==> config.mk <==
export PLATFORM = sky130hd
export DESIGN_NAME = slow_clk_tick_recover
export DESIGN_NICKNAME = d
export VERILOG_FILES = /design/src/rtl/slow_clk_tick_recover_pkg.sv /design/src/rtl/sync_edge_detect.sv /design/src/rtl/slow_clk_tick_recover.sv
export SDC_FILE = /design/constraint.sdc
export NUM_CORES = 1
export LEC_CHECK = 0
export CAP_MARGIN = 20
export CORE_MARGIN = 4
export CORE_UTILIZATION = 50
export DETAILED_ROUTE_END_ITERATION = 8
export PLACE_DENSITY_LB_ADDON = 0.08
export SLEW_MARGIN = 20
export SYNTH_ARGS = -nofsm -noshare
export SYNTH_HDL_FRONTEND = slang
export SYNTH_SLANG_ARGS = --single-unit
==> constraint.sdc <==
create_clock -name clk -period 2.45 [get_ports clk]
set_input_delay 0.49 -clock clk [delete_from_list [all_inputs] [get_ports clk]]
set_output_delay 0.49 -clock clk [all_outputs]
set_load 0.05 [all_outputs]
==> src/rtl/slow_clk_tick_recover_pkg.sv <==
// Shared types for the slow-clock recovery block.
// Holds the lock-tracking FSM encoding and the helper that says when ticks and periods are live.
package slow_clk_tick_recover_pkg;

    typedef enum logic [1:0] {
        ST_ACQUIRE = 2'd0,
        ST_MEASURE = 2'd1,
        ST_LOCKED  = 2'd2,
        ST_LOST    = 2'd3
    } state_t;

    // Period capture and tick prescaling are only meaningful once a previous rise exists.
    function automatic logic is_running(input state_t s);
        return (s == ST_MEASURE) || (s == ST_LOCKED);
    endfunction

endpackage

==> src/rtl/sync_edge_detect.sv <==
// Multi-flop synchroniser for an asynchronous level, followed by a history flop for edge detection.
// Reusable for buttons and keypad lines; rise/fall are decoded from flops only, so they are glitch-free.
module sync_edge_detect #(
    parameter int SYNC_STAGES = 2
) (
    input  logic clk,
    input  logic rst,
    input  logic d_async,
    output logic level,
    output logic rise,
    output logic fall
);

    logic [SYNC_STAGES-1:0] sync_q;
    logic                   hist_q;

    always_ff @(posedge clk or posedge rst) begin
        if (rst) begin
            sync_q <= '0;
            hist_q <= 1'b0;
        end else begin
            // NOTE: non-blocking so each stage takes the previous stage's pre-edge value.
            sync_q <= {sync_q[SYNC_STAGES-2:0], d_async};
            hist_q <= sync_q[SYNC_STAGES-1];
        end
    end

    assign level = sync_q[SYNC_STAGES-1];
    assign rise  = level & ~hist_q;
    assign fall  = ~level & hist_q;

endmodule

==> src/rtl/slow_clk_tick_recover.sv <==
// Turns a divided clock, sampled as data, into clk-domain enable pulses, a period measurement,
// a stall flag and a prescaled game tick, so game logic never runs on a derived clock.
module slow_clk_tick_recover
    import slow_clk_tick_recover_pkg::*;
#(
    parameter int SYNC_STAGES = 2,
    parameter int PERIOD_W    = 8,
    parameter int TIMEOUT     = 64,
    parameter int DIV_W       = 4
) (
    input  logic                clk,
    input  logic                rst,
    input  logic                slow_clk,
    input  logic                enable,
    input  logic [DIV_W-1:0]    tick_div,
    output logic                rise_pulse,
    output logic                fall_pulse,
    output logic                tick_out,
    output logic [PERIOD_W-1:0] period,
    output logic                period_valid,
    output logic                lost
);

    localparam logic [PERIOD_W-1:0] PCNT_MAX    = '1;
    localparam logic [PERIOD_W-1:0] TIMEOUT_CNT = PERIOD_W'(TIMEOUT);

    logic                rise_evt;
    logic                fall_evt;
    logic                unused_level;
    logic                running;
    logic                timed_out;
    logic [PERIOD_W-1:0] pcnt;
    logic [PERIOD_W-1:0] period_d;
    logic [DIV_W-1:0]    tcnt;
    logic [DIV_W-1:0]    tcnt_d;
    logic                tick_d;
    state_t              state_q;
    state_t              state_d;

    sync_edge_detect #(
        .SYNC_STAGES(SYNC_STAGES)
    ) u_sync (
        .clk    (clk),
        .rst    (rst),
        .d_async(slow_clk),
        .level  (unused_level),
        .rise   (rise_evt),
        .fall   (fall_evt)
    );

    assign running   = is_running(state_q);
    assign timed_out = (pcnt >= TIMEOUT_CNT);

    // Restarting at 1 makes pcnt read the rise-to-rise distance at the next rise; it saturates.
    always_ff @(posedge clk or posedge rst) begin
        if (rst) begin
            pcnt <= '0;
        end else if (rise_evt) begin
            pcnt <= PERIOD_W'(1);
        end else if (pcnt != PCNT_MAX) begin
            pcnt <= pcnt + PERIOD_W'(1);
        end
    end

    always_comb begin
        // NOTE: defaults first, so no branch leaves a variable unassigned and infers a latch.
        state_d  = state_q;
        period_d = period;
        tcnt_d   = tcnt;
        tick_d   = 1'b0;

        // A rise in the same cycle as a timeout keeps the block alive.
        if (rise_evt) begin
            case (state_q)
                ST_ACQUIRE: state_d = ST_MEASURE;
                ST_MEASURE: state_d = ST_LOCKED;
                ST_LOCKED:  state_d = ST_LOCKED;
                ST_LOST:    state_d = ST_MEASURE;
                default:    state_d = ST_ACQUIRE;
            endcase
        end else if (timed_out && running) begin
            state_d = ST_LOST;
        end

        if (rise_evt && running) begin
            period_d = pcnt;
        end

        if (state_d == ST_LOST) begin
            tcnt_d = '0;
        end else if (rise_evt && running && enable) begin
            if (tcnt >= tick_div) begin
                tcnt_d = '0;
                tick_d = 1'b1;
            end else begin
                tcnt_d = tcnt + DIV_W'(1);
            end
        end
    end

    always_ff @(posedge clk or posedge rst) begin
        if (rst) begin
            state_q      <= ST_ACQUIRE;
            tcnt         <= '0;
            period       <= '0;
            period_valid <= 1'b0;
            lost         <= 1'b0;
            rise_pulse   <= 1'b0;
            fall_pulse   <= 1'b0;
            tick_out     <= 1'b0;
        end else begin
            state_q      <= state_d;
            tcnt         <= tcnt_d;
            period       <= period_d;
            period_valid <= (state_d == ST_LOCKED);
            lost         <= (state_d == ST_LOST);
            rise_pulse   <= rise_evt;
            fall_pulse   <= fall_evt;
            tick_out     <= tick_d;
        end
    end

endmodule

==> impl_metrics.csv <==
group,metric,value,unit
floorplanning,start_util,54.6,%
global_route,grt_pass1_wl,4640,µm
sta,clock_skew,0.00815,ns
setup_path,slowest_delay,0.45,ns
global_route,grt.overflow.total,0,
sta,slew_headroom,66.7,%
pwr,power_frac_comb,38.4,%
setup_path,path_class,"in -> reg",
sta,grt_setup_unrepaired,"no",
sta,worst_pin_slew,0.498,ns
drt,routed_wl,2530,µm
global_route,grt_util_met2,26.7,%
run_status,status,"completed",
finish,n_antenna_cell,0,
finish,final_nets,162,
finish,areaGrowthSynthToFinish,20.0,%
drt,final_antenna_net_count,0,
setup_path,crit_slowest_cell,"clkdlybuf4s50_1",
drt,vias_per_cell,5.61,
logic_synthesis,yosysUniqueCellTypes,38,
logic_synthesis,postSynthCellCount,124,
drt,first_iter_violations,11,
clocking,clk_path_buf_depth,2,
floorplanning,die_h,60.9,µm
logic_synthesis,syn-cell-area,1400,µm²
logic_synthesis,synth_top_family_by_area,"simple AND/OR/NAND/NOR gates",
sta,hold_viol,0,
global_route,use_met1,22.2,%
clocking,ctsHoldBuffers,0,
logic_synthesis,synth_edf_count,0,
place,dp_cells,171,
logic_synthesis,synthAdderAreaFrac,5.36,%
pwr,net-switching-power,0.672,mW
run,maxCapViolations,0,
drt,wl_per_cell,14.2,µm
global_route,antenna_found_initial,0,
global_route,grt_max_degree,31,
pwr,ir_worst_vdd,0.000712,V
clocking,clock_sinks,30,
logic_synthesis,synthSimpleGateAreaFrac,15.5,%
setup_path,critPathMaxFanout,3,
clocking,cts_buffers,5,
worst_hold_path,hp-class,"reg -> reg",
pwr,power_density,996,nW/µm²
place,port_buffers,20,
floorplanning,std_cell_rows,18,
logic_synthesis,synth_ff_type,"dfrtp_1",
setup_path,endpoint_kind,"register",
sta,min_period,2.00,ns
sta,post-route-period-util,81.7,%
pwr,p_leak,0.787,nW
clocking,cts.clk_slew.worst_paths,0.10,ns
logic_synthesis,synth_warnings,0,
sta,fin_tns_setup,0,ns
setup_path,crit_path_cell_trace,"clkdlybuf4s50_1 -> inv_1 -> ha_1 -> o21ai_0 -> or2b_2 -> a2111oi_2 -> a221o_1",
pwr,p_int,1.00,mW
floorplanning,die_area,3710,µm²
place,detailed_place_hpwl,1830,µm
floorplanning,die_w,60.9,µm
setup_path,cp-start-kind,"input port",
clocking,cts_tree,"done",
clocking,postCtsResizedCells,0,
clocking,clk_latency,0.33,ns
pwr,seqPwrFrac,43.3,%
drt,drc,0,
global_route,grtUsageMet3,6.38,%
setup_path,crit_arrival,2.27,ns
clocking,cts_max_level,2,
logic_synthesis,syn_avg_cell_area,11.3,µm²
clocking,root_buffer,"clkbuf_4",
logic_synthesis,synth-compound-area-share,11.5,%
finish,drive_above_1_share,16.1,%
global_route,grt_usage,17.3,%
logic_synthesis,ys_seq_area_share,53.6,%
drt,first_pass_iters,4,
floorplanning,coreArea,2570,µm²
pwr,swShare,40.1,%
sta,setup_viol,0,
drt,vias,1004,
logic_synthesis,synth_nets,138,
logic_synthesis,post_synth_xor_area_fraction,3.13,%
sta,drv_slew,0,
place,gp_congestion,0.811,
logic_synthesis,muxShareOfSynthArea,7.14,%
logic_synthesis,synth_seq_cells,30,
global_route,grt_pass1_vias,998,
pwr,p_clk_share,18.3,%
floorplanning,io-pin-count,21,
clocking,cts_setup_buffers,0,
finish,layout.cells.non_filler,179,
sta,max_freq,499,MHz
setup_path,worst_ep_required_time,2.71,ns
global_route,busiest_layer,"met2",
logic_synthesis,ys_async_sr_fraction,100,%
-- layout by cell type, fill, tap and decap left out, types with 2 or more instances in the layout --
master / count
nand3_1: 7
a22o_1: 2
mux2_2: 8
nand4_1: 2
clkdlybuf4s50_1: 20
nor2_1: 12
xnor2_1: 3
dfrtp_1: 30
inv_1: 6
nand2b_4: 2
clkbuf_4: 5
nor3_1: 3
ha_1: 6
xor2_1: 2
o21ai_0: 4
nand2_1: 8
clkinv_2: 2
a21oi_1: 5
o22ai_1: 2
-- cells in the mapped netlist, types with 2 or more instances --
cell	count	area (µm²)
ha_1	6	75.1
nand4_1	2	12.5
nand2_1	8	30.0
xnor2_1	3	26.3
nand2b_4	2	27.5
a21oi_1	5	25.0
mux2_2	8	90.1
a22o_1	2	17.5
nand3_1	7	35.0
nor3_1	3	15.0
inv_1	6	22.5
o22ai_1	2	12.5
nor2_1	12	45.0
o21ai_0	4	20.0
dfrtp_1	30	751
xor2_1	2	17.5
-- power by group through the flow --
stage	combinational, mW	sequential, mW	clock, mW
after floorplan	0.301	0.886	0
after CTS	0.650	0.723	0.318
after global routing	0.698	0.748	0.341
after detailed placement	0.648	0.732	0
final	0.644	0.725	0.307
after global placement	0.631	0.727	0
-- sequential cells by signal, indices dropped and copies added (netlist names) --
name	cells
pcnt	8
period	8
tcnt	4
state_q	2
u_sync.sync_q	2
fall_pulse	1
lost	1
period_valid	1
rise_pulse	1
tick_out	1
u_sync.hist_q	1
-- cell type report --
cell class	count	area [µm²]
flip-flops and latches	30	751
clock inverters	1	5.00
repair buffers	21	208
well taps	30	37.5
fillers	223	886
inverters	7	27.5
multi-input cells	83	598
clock buffers	7	55.1
-- layer usage --
metal / routed length [µm] / vias up
li1: - / 488
met4: 40 / 0
met5: 0 / -
met1: 1160 / 491
met3: 137 / 5
met2: 1200 / 20
-- worst paths after layout --
| path | from | end | slack (ns) | cells after the start |
|---|---|---|---|---|
| max | tick_div[2] | tcnt[2] | 0.45 | 7 |
| min | u_sync.sync_q[0] | u_sync.sync_q[1] | 0.36 | 0 |
| max reg2reg | tcnt[0] | tcnt[2] | 0.55 | 6 |
| min reg2reg | u_sync.sync_q[0] | u_sync.sync_q[1] | 0.36 | 0 |
| max in group asynchronous | rst | tcnt[3] | 1.66 | 3 |
| min in group asynchronous | rst | fall_pulse | 0.51 | 3 |
-- logic make-up after synthesis --
| group | after synthesis |
|---|---|
| AO/OA/AOI/OAI | 22 |
| XOR/XNOR | 5 |
| adder cells (fa/ha/maj) | 6 |
| buffers and inverters | 11 |
| flip-flops | 30 |
| multiplexers | 9 |
| AND/OR/NAND/NOR | 41 |
-- through the flow --
step                      worst slack, ns  power [mW]  hold WS [ns]  area [µm²]  utilization, %
final                               0.447        1.67         0.365        1680            65.5
after detailed placement            0.112        1.38         0.347        1620            63.2
after global placement              0.180        1.36         0.334        1620            63.2
after floorplan                     0.616        1.19         0.331        1400               -
after global routing                0.371        1.79         0.378        1680            65.5
after CTS                           0.449        1.69         0.369        1680            65.5
-- worst max-delay path: cells and delay by family --
family	cells	cell delay, ns
AOI/OAI and AO/OA	3	0.66
adders and majority gates	1	0.28
buffers and inverters	2	0.49
and+or+nand+nor	1	0.35
(Power assumes the default switching activity.)
